==> src/rtl/bram_port_arbiter.sv <==
// Port-B arbiter for the shared instruction/data BRAM: fixed priority to the CPU
// data interface (m0) with an anti-starvation boost for the display reader (m1).
module bram_port_arbiter #(
  parameter int ADDR_WIDTH = 9,
  parameter int DATA_WIDTH = 16,
  parameter int MAX_WAIT   = 4
) (
  input  logic                  clk,
  input  logic                  rst,
  input  logic                  m0_req,
  input  logic                  m0_we,
  input  logic [ADDR_WIDTH-1:0] m0_addr,
  input  logic [DATA_WIDTH-1:0] m0_din,
  output logic                  m0_gnt,
  output logic                  m0_rvalid,
  output logic [DATA_WIDTH-1:0] m0_rdata,
  input  logic                  m1_req,
  input  logic                  m1_we,
  input  logic [ADDR_WIDTH-1:0] m1_addr,
  input  logic [DATA_WIDTH-1:0] m1_din,
  output logic                  m1_gnt,
  output logic                  m1_rvalid,
  output logic [DATA_WIDTH-1:0] m1_rdata,
  output logic                  mem_en,
  output logic                  mem_we,
  output logic [ADDR_WIDTH-1:0] mem_addr,
  output logic [DATA_WIDTH-1:0] mem_din,
  input  logic [DATA_WIDTH-1:0] mem_dout,
  output logic [15:0]           conflict_cnt
);

  typedef enum logic [0:0] {
    FAVOR0 = 1'b0,
    FAVOR1 = 1'b1
  } state_e;

  localparam logic [3:0] WAIT_LIMIT = 4'(MAX_WAIT);

  state_e      state_q, state_d;
  logic [3:0]  wait_cnt_q, wait_cnt_d;
  logic        rd_pend_q, rd_pend_d;
  logic        rd_owner_q, rd_owner_d;
  logic [15:0] conflict_cnt_q, conflict_cnt_d;

  // Grant selection: boosted m1 first, then m0, then m1; nothing while in reset.
  always_comb begin
    m0_gnt = 1'b0;
    m1_gnt = 1'b0;
    if (rst) begin
      m0_gnt = 1'b0;
      m1_gnt = 1'b0;
    end else if ((state_q == FAVOR1) && m1_req) begin
      m1_gnt = 1'b1;
    end else if (m0_req) begin
      m0_gnt = 1'b1;
    end else if (m1_req) begin
      m1_gnt = 1'b1;
    end else begin
      m0_gnt = 1'b0;
      m1_gnt = 1'b0;
    end
  end

  // Port-B mux: idle bus is driven to all zeros.
  always_comb begin
    mem_we   = 1'b0;
    mem_addr = '0;
    mem_din  = '0;
    case ({m1_gnt, m0_gnt})
      2'b01: begin
        mem_we   = m0_we;
        mem_addr = m0_addr;
        mem_din  = m0_din;
      end
      2'b10: begin
        mem_we   = m1_we;
        mem_addr = m1_addr;
        mem_din  = m1_din;
      end
      default: begin
        mem_we   = 1'b0;
        mem_addr = '0;
        mem_din  = '0;
      end
    endcase
  end

  assign mem_en = m0_gnt | m1_gnt;

  // Next-state: starvation counter, priority state, read tag, conflict counter.
  always_comb begin
    wait_cnt_d     = 4'd0;
    state_d        = state_q;
    conflict_cnt_d = conflict_cnt_q;
    rd_pend_d      = mem_en & ~mem_we;
    rd_owner_d     = m1_gnt;

    if (m1_req && !m1_gnt) begin
      if (wait_cnt_q >= WAIT_LIMIT) begin
        wait_cnt_d = WAIT_LIMIT;
      end else begin
        wait_cnt_d = wait_cnt_q + 4'd1;
      end
    end else begin
      wait_cnt_d = 4'd0;
    end

    // A dropped m1 request forfeits the boost just like a served one.
    case (state_q)
      FAVOR0: begin
        if (m1_req && !m1_gnt && (wait_cnt_d == WAIT_LIMIT)) begin
          state_d = FAVOR1;
        end else begin
          state_d = FAVOR0;
        end
      end
      FAVOR1: begin
        if (m1_gnt || !m1_req) begin
          state_d = FAVOR0;
        end else begin
          state_d = FAVOR1;
        end
      end
      default: state_d = FAVOR0;
    endcase

    if (m0_req && m1_req && (conflict_cnt_q != 16'hFFFF)) begin
      conflict_cnt_d = conflict_cnt_q + 16'd1;
    end else begin
      conflict_cnt_d = conflict_cnt_q;
    end
  end

  // State registers with synchronous reset.
  always_ff @(posedge clk) begin
    if (rst) begin
      state_q        <= FAVOR0;
      wait_cnt_q     <= 4'd0;
      rd_pend_q      <= 1'b0;
      rd_owner_q     <= 1'b0;
      conflict_cnt_q <= 16'd0;
    end else begin
      state_q        <= state_d;
      wait_cnt_q     <= wait_cnt_d;
      rd_pend_q      <= rd_pend_d;
      rd_owner_q     <= rd_owner_d;
      conflict_cnt_q <= conflict_cnt_d;
    end
  end

  // Read response steering; a read tagged just before reset is suppressed.
  always_comb begin
    m0_rvalid = rd_pend_q & ~rd_owner_q & ~rst;
    m1_rvalid = rd_pend_q &  rd_owner_q & ~rst;
    m0_rdata  = '0;
    m1_rdata  = '0;
    if (m0_rvalid) begin
      m0_rdata = mem_dout;
    end else begin
      m0_rdata = '0;
    end
    if (m1_rvalid) begin
      m1_rdata = mem_dout;
    end else begin
      m1_rdata = '0;
    end
  end

  assign conflict_cnt = conflict_cnt_q;

endmodule

==> config.mk <==
export PLATFORM = sky130hd
export DESIGN_NAME = bram_port_arbiter
export DESIGN_NICKNAME = d
export VERILOG_FILES = /design/src/rtl/bram_port_arbiter.sv
export SDC_FILE = /design/constraint.sdc
export NUM_CORES = 1
export LEC_CHECK = 0
export BUFFER_PORTS_ARGS = -buffer_cell sky130_fd_sc_hd__buf_4
export CORE_MARGIN = 3
export CORE_UTILIZATION = 42
export CTS_CLUSTER_DIAMETER = 80
export DETAILED_ROUTE_END_ITERATION = 7
export MAX_ROUTING_LAYER = met4
export PLACE_DENSITY = 0.85
export SLEW_MARGIN = 20
export SYNTH_ARGS = -nofsm -noshare
export SYNTH_HDL_FRONTEND = slang
export SYNTH_SLANG_ARGS = --single-unit
export TNS_END_PERCENT = 30
==> constraint.sdc <==
create_clock -name clk -period 4.6 [get_ports clk]
set_input_delay 0.92 -clock clk [delete_from_list [all_inputs] [get_ports clk]]
set_output_delay 0.92 -clock clk [all_outputs]
set_load 0.01 [all_outputs]
==> results of run 1 <==
## metal layers
metal,wire length (um),vias to the layer above,track usage
li1,-,1097,-
met3,416,10,0.0526
met2,3430,93,0.463
met5,0,-,-
met4,144,0,0.0647
met1,2350,1040,0.271
## logic make-up (layout without fill, tap and decap cells)
| kind of cell | Yosys count | in the layout | synth area share |
|---|---|---|---|
| other | 1 | 1 | 0.00211 |
| AOI/OAI and AO/OA | 48 | 48 | 0.187 |
| buffers and inverters | 21 | 163 | 0.0485 |
| muxes | 9 | 9 | 0.0563 |
| DFF | 23 | 23 | 0.259 |
| and+or+nand+nor | 121 | 121 | 0.412 |
| adders and majority gates | 5 | 5 | 0.0352 |
## worst max-delay path, cell delays in order
cell and delay, ns:
sky130_fd_sc_hd__buf_4 0.21, sky130_fd_sc_hd__a21oi_1 0.17, sky130_fd_sc_hd__nand2_1 0.13, sky130_fd_sc_hd__inv_1 0.10
sky130_fd_sc_hd__ha_1 0.41, sky130_fd_sc_hd__buf_4 0.28, sky130_fd_sc_hd__a22oi_1 0.11, sky130_fd_sc_hd__nor2b_1 0.16
sky130_fd_sc_hd__buf_4 0.14
## per-stage QoR
step	util	instances	worst slack, ns
after global routing	0.733	420	0.881
after CTS	0.733	420	1.04
after detailed placement	0.721	416	1.06
after floorplan	-	228	1.05
final	0.733	420	1.04
after global placement	0.721	416	1.14
## state kept, by name (all words and copies together), names as in the netlist
register and cells:
wait_cnt_q 4, rd_pend_q 1, rd_owner_q 1, state_q 1, conflict_cnt 16
## power by group
part	switching [uW]	internal, uW
Sequential	2.39	202
Clock	64.2	60.5
Combinational	55.2	79.0
## layout by cell type (no fill, tap or decap), types with 3 or more instances in the layout
| cell type | synthesis | routed |
|---|---|---|
| sky130_fd_sc_hd__buf_4 | 0 | 153 |
| sky130_fd_sc_hd__nor2b_1 | 34 | 34 |
| sky130_fd_sc_hd__and2_1 | 33 | 33 |
| sky130_fd_sc_hd__a22oi_1 | 26 | 26 |
| sky130_fd_sc_hd__dfxtp_1 | 23 | 23 |
| sky130_fd_sc_hd__a21oi_1 | 10 | 10 |
| sky130_fd_sc_hd__nor2_1 | 9 | 9 |
| sky130_fd_sc_hd__nand2_1 | 8 | 8 |
| sky130_fd_sc_hd__nand3_1 | 8 | 8 |
| sky130_fd_sc_hd__mux2_2 | 8 | 8 |
| sky130_fd_sc_hd__inv_1 | 6 | 6 |
| sky130_fd_sc_hd__nor3_1 | 6 | 6 |
| sky130_fd_sc_hd__ha_1 | 5 | 5 |
| sky130_fd_sc_hd__nand4_1 | 3 | 3 |
| sky130_fd_sc_hd__o31ai_1 | 3 | 3 |
| sky130_fd_sc_hd__or4_1 | 3 | 3 |
| sky130_fd_sc_hd__a211oi_1 | 3 | 3 |
| sky130_fd_sc_hd__clkbuf_8 | 0 | 3 |
## layout make-up
cell class              instances  share of cell area
inverters                       6             0.00758
repair buffers                153               0.386
multi-input cells             184               0.415
flip-flops and latches         23               0.155
clock buffers                   3              0.0139
clock inverters                 1             0.00168
well taps                      50              0.0210
## worst paths after layout
path | slack, ns | cells past startpoint | from | end
setup / recovery | 1.04 | 9 | rst | mem_addr[8]
hold / removal | 0.47 | 1 | wait_cnt_q[0]$_SDFF_PP0_ | wait_cnt_q[0]$_SDFF_PP0_
setup reg to reg | 2.45 | 5 | conflict_cnt[0]$_SDFFE_PP0P_ | conflict_cnt[11]$_SDFFE_PP0P_
hold reg to reg | 0.47 | 1 | wait_cnt_q[0]$_SDFF_PP0_ | wait_cnt_q[0]$_SDFF_PP0_
==> results.yml, run 1 <==
power:
  total_power_uw: 464
  peakVddDrop_uv: 91.1
  powerDensity_nw_per_um2: 156
  p_leak_uw: 0.00141
detailed_routing:
  drt-total-wl_mm: 6.34
  routedWlPerCell_um: 15.1
  antenna_violating_nets_post_route: 0
  drt_first_iter_violations: 105
  drc: 0
  drt_pass1_iterations: 4
  drt-vias-per-instance: 5.33
  vias: 2240
yosys:
  yosys.cell_count.top_type: "sky130_fd_sc_hd__nor2b_1"
  post_synth_most_frequent_cells: "sky130_fd_sc_hd__nor2b_1 (34), sky130_fd_sc_hd__and2_1 (33), sky130_fd_sc_hd__a22oi_1 (26)"
  share_of_synthesized_area_occupied_by_flip_flops_and_latches: 0.259
  netlist_instances: 228
  cell_type_with_the_highest_aggregate_area_in_the_netlist: "sky130_fd_sc_hd__dfxtp_1"
  synth-warning-count: 0
  synthesized_netlist_net_count: 305
  synth_area_leaders: "sky130_fd_sc_hd__dfxtp_1 (26%), sky130_fd_sc_hd__nor2b_1 (12%), sky130_fd_sc_hd__and2_1 (12%), sky130_fd_sc_hd__a22oi_1 (11%), sky130_fd_sc_hd__mux2_2 (5.1%)"
  synth.cell_area_sq_um: 1780
  avgSynthCellArea_sq_um: 7.80
  yosys_most_used_dff: "sky130_fd_sc_hd__dfxtp_1"
  number_of_distinct_library_cells_after_synthesis: 39
  synth_enable_flop_cells: 0
  ys_ff_latch: 23
  synth_async_sr_flop_share: 0
  yosysTopAreaCellShare: 0.259
global_routing:
  first_global_vias: 2156
  grt-ovfl-total: 0
  gr-usage-all-layers: 0.251
  antenna_violations_before_repair: 0
  grt_first_pass_wirelength_mm: 10.0
  grt_max_degree: 34
clock_tree:
  postCtsResizedCells: 0
  clk-insertion-delay-late_ns: 0.26
  cts_tree: "built"
  setup_fix_buffers_added_after_clock_tree_synthesis: 0
  cts.path.max_buffers: 2
  cts_sink_count: 23
  clock-root-buffer: "sky130_fd_sc_hd__clkbuf_8"
  cts.clk_slew.worst_paths_ns: 0.08
  postCtsHoldBufs: 0
  cts_max_level: 1
  cts_buffer_count: 3
worst_hold_path:
  min_path_type: "reg -> reg"
setup_path:
  worst_ep_required_time_ns: 3.68
  startpoint_type: "input port"
  worst-setup-path-type: "in -> out"
  timing.critical_path.arrival_ns: 2.64
  worst-path-max-fanout: 33
  capturing_element_type_of_the_critical_path: "output pin"
finish:
  nNetsFinal: 448
  finish.instance_area_sq_um: 2970
  final.fill_count: 326
  seq_area_sq_um: 460
  multi_input_comb_area_sq_um: 1230
  layout-drive-gt1-share: 0.451
  antennaDiodeCount: 0
  flow.area_growth_from_synthesis_pct: 67.1
sta:
  slew_viol_final: 0
  setup_violations: 0
  max_clock_freq_mhz: 281
  post_route_clock_period_utilization: 0.774
  setup_repair_after_global_routing_missed_its_margin: "no"
  hold_viol_final: 0
  worst-slew-pin-transition_ns: 0.599
  finalSetupTns_ns: 0
  slew-limit-headroom: 0.598
  finalHoldWorstSlack_ns: 0.474
  min_period_ns: 3.56
  worst_clock_skew_ns: 0.00291
placed_design:
  routabilityCongestion: 0.798
  detailed_place.area_sq_um: 2930
  io_buffers: 150
  hpwl_mm: 5.14
die:
  dieHeight_um: 71.1
  placeable_core_area_sq_um: 4060
  die-width_um: 71.1
  initial_utilization: 0.438
  dieArea_sq_um: 5050
  ioPinCount: 151
  std_cell_rows: 23
job:
  max_cap_viol_count: 0
status:
  run_status: "finished, final reports clean"
(Power assumes the default switching activity.)
==> run 2: changes to the inputs <==
--- a/config.mk
+++ b/config.mk
@@ -7,11 +7,11 @@
 export LEC_CHECK = 0
 export BUFFER_PORTS_ARGS = -buffer_cell sky130_fd_sc_hd__buf_4
 export CORE_MARGIN = 3
-export CORE_UTILIZATION = 42
+export CORE_UTILIZATION = 35
 export CTS_CLUSTER_DIAMETER = 80
 export DETAILED_ROUTE_END_ITERATION = 7
 export MAX_ROUTING_LAYER = met4
-export PLACE_DENSITY = 0.85
+export PLACE_DENSITY = 0.75
 export SLEW_MARGIN = 20
 export SYNTH_ARGS = -nofsm -noshare
 export SYNTH_HDL_FRONTEND = slang
==> constraint.sdc (replaced) <==
create_clock -name clk -period 2.9 [get_ports clk]
set_input_delay 0.58 -clock clk [delete_from_list [all_inputs] [get_ports clk]]
set_output_delay 0.58 -clock clk [all_outputs]
set_load 0.01 [all_outputs]
==> run 2 against run 1 <==
  * Die area is 18% higher
  * Routed wire length rose by 1.1%
  * Clock-buffer cell count is the same
  * Sequential cell count unchanged
  * Setup slack got worse by 0.65 ns
  * Largest power group unchanged
  * Critical endpoint is now mem_din[11]
  * Sequential share of layout area fell by 0.30 points
  * Design area up 2.0%
  * Combinational power rose by 63%
  * Sequential power increased by 59%
  * Critical path type unchanged
==> results.yml, run 2 (same netlist as run 1, synthesis figures left out) <==
detailed_routing:
  vias: 2222
  drt_pass1_iterations: 4
  drt_first_iter_violations: 108
  drt-total-wl_mm: 6.41
  drc: 0
  drt-vias-per-instance: 5.05
  antenna_violating_nets_post_route: 0
  routedWlPerCell_um: 14.6
setup_path:
  startpoint_type: "input port"
  worst_path_max_delay_cell: "sky130_fd_sc_hd__buf_4"
  cpMostUsedCell: "sky130_fd_sc_hd__buf_4"
  cp_top_family: "buffers and inverters"
  critPathBufInv: 4
  timing.critical_path.slowest_cell_delay_ns: 0.23
  timing.critical_path.arrival_ns: 1.93
  worst-path-max-fanout: 18
  worst_ep_required_time_ns: 2.32
  capturing_element_type_of_the_critical_path: "output pin"
  worst-setup-path-type: "in -> out"
  critical_path.cell_chain: "buf_4 > a21oi_1 > nand2_1 > inv_1 > ha_1 > buf_4 > a22oi_1 > nor2b_1 > buf_4"
finish:
  layout-drive-gt1-share: 0.456
  nNetsFinal: 451
  flow.area_growth_from_synthesis_pct: 70.4
  largest_reg_flops: 16
  finish.instance_area_sq_um: 3030
  most-common-layout-cells: "sky130_fd_sc_hd__buf_4 (155), sky130_fd_sc_hd__nor2b_1 (34), sky130_fd_sc_hd__and2_1 (33), sky130_fd_sc_hd__a22oi_1 (26), sky130_fd_sc_hd__dfxtp_1 (23)"
  final.fill_count: 454
  final_common_cell: "sky130_fd_sc_hd__buf_4"
  antennaDiodeCount: 0
power:
  powerDensity_nw_per_um2: 249
  p_leak_uw: 0.00143
  peakVddDrop_uv: 206
job:
  max_cap_viol_count: 0
clock_tree:
  cts.path.max_buffers: 2
  clk-insertion-delay-late_ns: 0.27
  cts_max_level: 1
  postCtsHoldBufs: 0
  postCtsResizedCells: 0
  cts_buffer_count: 3
  cts.clk_slew.worst_paths_ns: 0.09
  cts_tree: "built"
  cts_sink_count: 23
  clock-root-buffer: "sky130_fd_sc_hd__clkbuf_8"
  setup_fix_buffers_added_after_clock_tree_synthesis: 0
sta:
  hold_viol_final: 0
  worst_clock_skew_ns: 0.00171
  slew-limit-headroom: 0.604
  slew_viol_final: 0
  max_clock_freq_mhz: 398
  min_period_ns: 2.51
  worst-slew-pin-transition_ns: 0.590
  layout_setup_ws_ns: 0.387
  finalSetupTns_ns: 0
  post_route_clock_period_utilization: 0.867
  finalHoldWorstSlack_ns: 0.445
  setup_repair_after_global_routing_missed_its_margin: "no"
  setup_violations: 0
die:
  dieArea_sq_um: 5980
  std_cell_rows: 25
  dieHeight_um: 77.3
  initial_utilization: 0.369
  placeable_core_area_sq_um: 4820
  ioPinCount: 151
  die-width_um: 77.3
global_routing:
  first_global_vias: 2198
  grt_first_pass_wirelength_mm: 9.84
  grt-ovfl-total: 0
  grt_max_degree: 32
  antenna_violations_before_repair: 0
  gr-usage-all-layers: 0.205
status:
  run_status: "finished, final reports clean"
placed_design:
  detailed_place.area_sq_um: 2980
  routabilityCongestion: 0.827
  place_worst_setup_slack_ns: 0.393
  hpwl_mm: 5.29
  io_buffers: 150
worst_hold_path:
  min_path_type: "reg -> reg"
==> run 2: layer usage <==
layer	global-route usage	wire, um
met1	0.214	2370
met2	0.388	3500
met3	0.0469	426
met5	-	0
met4	0.0463	116
==> run 2: power by group <==
group	internal [uW]	switching, uW	total [uW]
clock	97.5	112	210
sequential	321	3.67	325
combinational	131	88.2	219
total	549	204	754
==> run 2: worst paths after layout <==
check             cells past startpoint  slack (ns)                    startpoint                             to
setup / recovery                      9        0.39                        m0_req                    mem_din[11]
setup reg to reg                      5        0.81  conflict_cnt[0]$_SDFFE_PP0P_  conflict_cnt[11]$_SDFFE_PP0P_
hold reg to reg                       1        0.44      wait_cnt_q[0]$_SDFF_PP0_       wait_cnt_q[0]$_SDFF_PP0_
hold / removal                        1        0.44      wait_cnt_q[0]$_SDFF_PP0_       wait_cnt_q[0]$_SDFF_PP0_
==> run 2: area by class of cell <==
type,count,area (sq um),area share
clock buffer,3,41.3,0.0136
tap,67,83.8,0.0277
sequential,23,460,0.152
timing repair buffer,156,1180,0.390
clock inverter,1,7.51,0.00248
multi-input combinational,184,1230,0.407
inverter,6,22.5,0.00743
==> run 2: per-stage QoR <==
stage	std cells	total power, uW	util
final	440	754	0.629
after global routing	440	788	0.629
after CTS	440	762	0.629
after detailed placement	436	552	0.619
after global placement	436	549	0.619
after floorplan	228	416	-
==> run 3: changes to the inputs <==
==> constraint.sdc (replaced) <==
create_clock -name clk -period 2.9 [get_ports clk]
set_input_delay 0.58 -clock clk [delete_from_list [all_inputs] [get_ports clk]]
set_output_delay 0.58 -clock clk [all_outputs]
set_load 0.05 [all_outputs]
==> run 3 against run 2 <==
  * Sequential share of layout area down 1.5 points
  * Power is 16% higher
  * Critical path depth stayed put
  * Sequential power about the same
  * Largest cell class unchanged
  * Via count rose by 1.3%
  * Utilization grew 6.8 points
  * Maximum frequency fell by 6.6%
  * Critical endpoint is now mem_din[8]
  * Global-route usage rose by 1.7 points
==> results.yml, run 3 (same netlist as run 1, synthesis figures left out) <==
status:
  run_status: "finished, final reports clean"
sta:
  setup_repair_after_global_routing_missed_its_margin: "no"
  hold_viol_final: 0
  worst-slew-pin-transition_ns: 0.625
  finalSetupTns_ns: 0
  slew_viol_final: 0
  min_period_ns: 2.69
  post_route_clock_period_utilization: 0.928
  setup_violations: 0
  worst_clock_skew_ns: 0.00570
  finalHoldWorstSlack_ns: 0.462
  max_clock_freq_mhz: 372
  slew-limit-headroom: 0.580
power:
  powerDensity_nw_per_um2: 260
  p_leak_uw: 0.00150
  total_power_uw: 874
  peakVddDrop_uv: 197
job:
  max_cap_viol_count: 0
detailed_routing:
  drt-vias-per-instance: 5.10
  drt-total-wl_mm: 6.64
  vias: 2250
  drt_pass1_iterations: 4
  drt_first_iter_violations: 82
  drc: 0
  routedWlPerCell_um: 15.0
  antenna_violating_nets_post_route: 0
finish:
  most-common-layout-cells: "sky130_fd_sc_hd__buf_4 (155), sky130_fd_sc_hd__and2_1 (33), sky130_fd_sc_hd__nor2b_4 (25), sky130_fd_sc_hd__dfxtp_1 (23), sky130_fd_sc_hd__a22oi_2 (20)"
  seq_area_sq_um: 460
  flow.area_growth_from_synthesis_pct: 88.7
  finish.instance_area_sq_um: 3360
  nNetsFinal: 452
  layout-drive-gt1-share: 0.586
  multi_input_comb_area_sq_um: 1540
  largest_reg_flops: 16
  final_common_cell: "sky130_fd_sc_hd__buf_4"
  antennaDiodeCount: 0
  final.fill_count: 419
clock_tree:
  cts_max_level: 1
  clk-insertion-delay-late_ns: 0.27
  clock-root-buffer: "sky130_fd_sc_hd__clkbuf_8"
  cts_buffer_count: 3
  cts_sink_count: 23
  cts.path.max_buffers: 2
  cts_tree: "built"
  cts.clk_slew.worst_paths_ns: 0.08
  setup_fix_buffers_added_after_clock_tree_synthesis: 0
die:
  dieArea_sq_um: 5980
  initial_utilization: 0.369
  std_cell_rows: 25
  dieHeight_um: 77.3
  die-width_um: 77.3
  placeable_core_area_sq_um: 4820
  ioPinCount: 151
worst_hold_path:
  hold_path_end: "wait_cnt_q[0]$_SDFF_PP0_"
  timing.hold.worst.start: "wait_cnt_q[0]$_SDFF_PP0_"
  hold_path_cells: 1
  min_path_type: "reg -> reg"
setup_path:
  reg2reg_slack_ns: 0.77
  reg2reg_to: "conflict_cnt[11]$_SDFFE_PP0P_"
  r2r-start: "conflict_cnt[0]$_SDFFE_PP0P_"
  capturing_element_type_of_the_critical_path: "output pin"
  worst-setup-path-type: "in -> out"
  timing.critical_path.arrival_ns: 2.11
  r2r.worst_path.cells: 5
  worst-path-max-fanout: 26
  startpoint_type: "input port"
  worst_ep_required_time_ns: 2.32
placed_design:
  io_buffers: 150
  detailed_place.area_sq_um: 3300
  hpwl_mm: 5.49
  routabilityCongestion: 0.883
global_routing:
  grt_first_pass_wirelength_mm: 10.7
  gr-usage-all-layers: 0.222
  grt-ovfl-total: 0
  first_global_vias: 2329
  grt_max_degree: 27
  antenna_violations_before_repair: 0
[run 3: changes by cell type in the layout (fill, tap and decap cells not counted), moves of 2 or more]
| cell | delta |
|---|---|
| sky130_fd_sc_hd__a22oi_1 | -20 |
| sky130_fd_sc_hd__a22oi_2 | +20 |
| sky130_fd_sc_hd__inv_1 | -2 |
| sky130_fd_sc_hd__nor2b_1 | -26 |
| sky130_fd_sc_hd__nor2b_4 | +25 |
[run 3: worst max-delay path by stage]
stage,startpoint,end,slack [ns],cells past startpoint
after global placement,m1_req,mem_din[8],0.03,7
after global routing,m1_req,mem_din[8],0.09,9
final,m1_req,mem_din[8],0.21,9
after floorplan,rst,mem_addr[0],0.02,9
after detailed placement,m1_req,mem_din[8],0.006,7
after CTS,m1_req,mem_din[8],0.21,9
[run 3: worst max-delay path, cell delays in order]
cell and delay [ns]:
sky130_fd_sc_hd__buf_4 0.12, sky130_fd_sc_hd__buf_4 0.15, sky130_fd_sc_hd__nand2_1 0.20, sky130_fd_sc_hd__clkinvlp_4 0.15
sky130_fd_sc_hd__ha_1 0.23, sky130_fd_sc_hd__buf_12 0.18, sky130_fd_sc_hd__a22oi_1 0.26, sky130_fd_sc_hd__nor2b_4 0.06
sky130_fd_sc_hd__buf_4 0.19
[run 3: power by group]
| part | switching [uW] | total [uW] | internal [uW] |
|---|---|---|---|
| clock network | 102 | 200 | 98.1 |
| registers | 4.23 | 325 | 321 |
| logic | 183 | 349 | 166 |
| total | 289 | 874 | 585 |
[run 3: repair_timing]
| action | in CTS | in global routing |
|---|---|---|
| hold buffers | 0 | 0 |
| gates resized for setup | 1 | 0 |
| endpoints found under the setup margin | 2 | 0 |
[run 3: metal layers]
layer,vias to the layer above,GRT usage,wire length (um)
met3,15,0.0493,431
li1,1110,-,-
met4,0,0.0623,136
met5,-,-,0
met2,94,0.406,3570
met1,1031,0.239,2500
[run 3: area by class of cell]
cell class | instances | share of cell area
flip-flops and latches | 23 | 0.137
repair buffers | 157 | 0.358
clock buffers | 4 | 0.0134
inverters | 6 | 0.00894
multi-input cells | 184 | 0.457
well taps | 67 | 0.0250
[run 3: stage by stage]
stage                     cells   util  setup slack (ns)
after CTS                   441  0.697             0.205
after global routing        441  0.697            0.0886
after floorplan             228      -            0.0195
after global placement      437  0.686            0.0334
final                       441  0.697             0.209
after detailed placement    437  0.686           0.00552
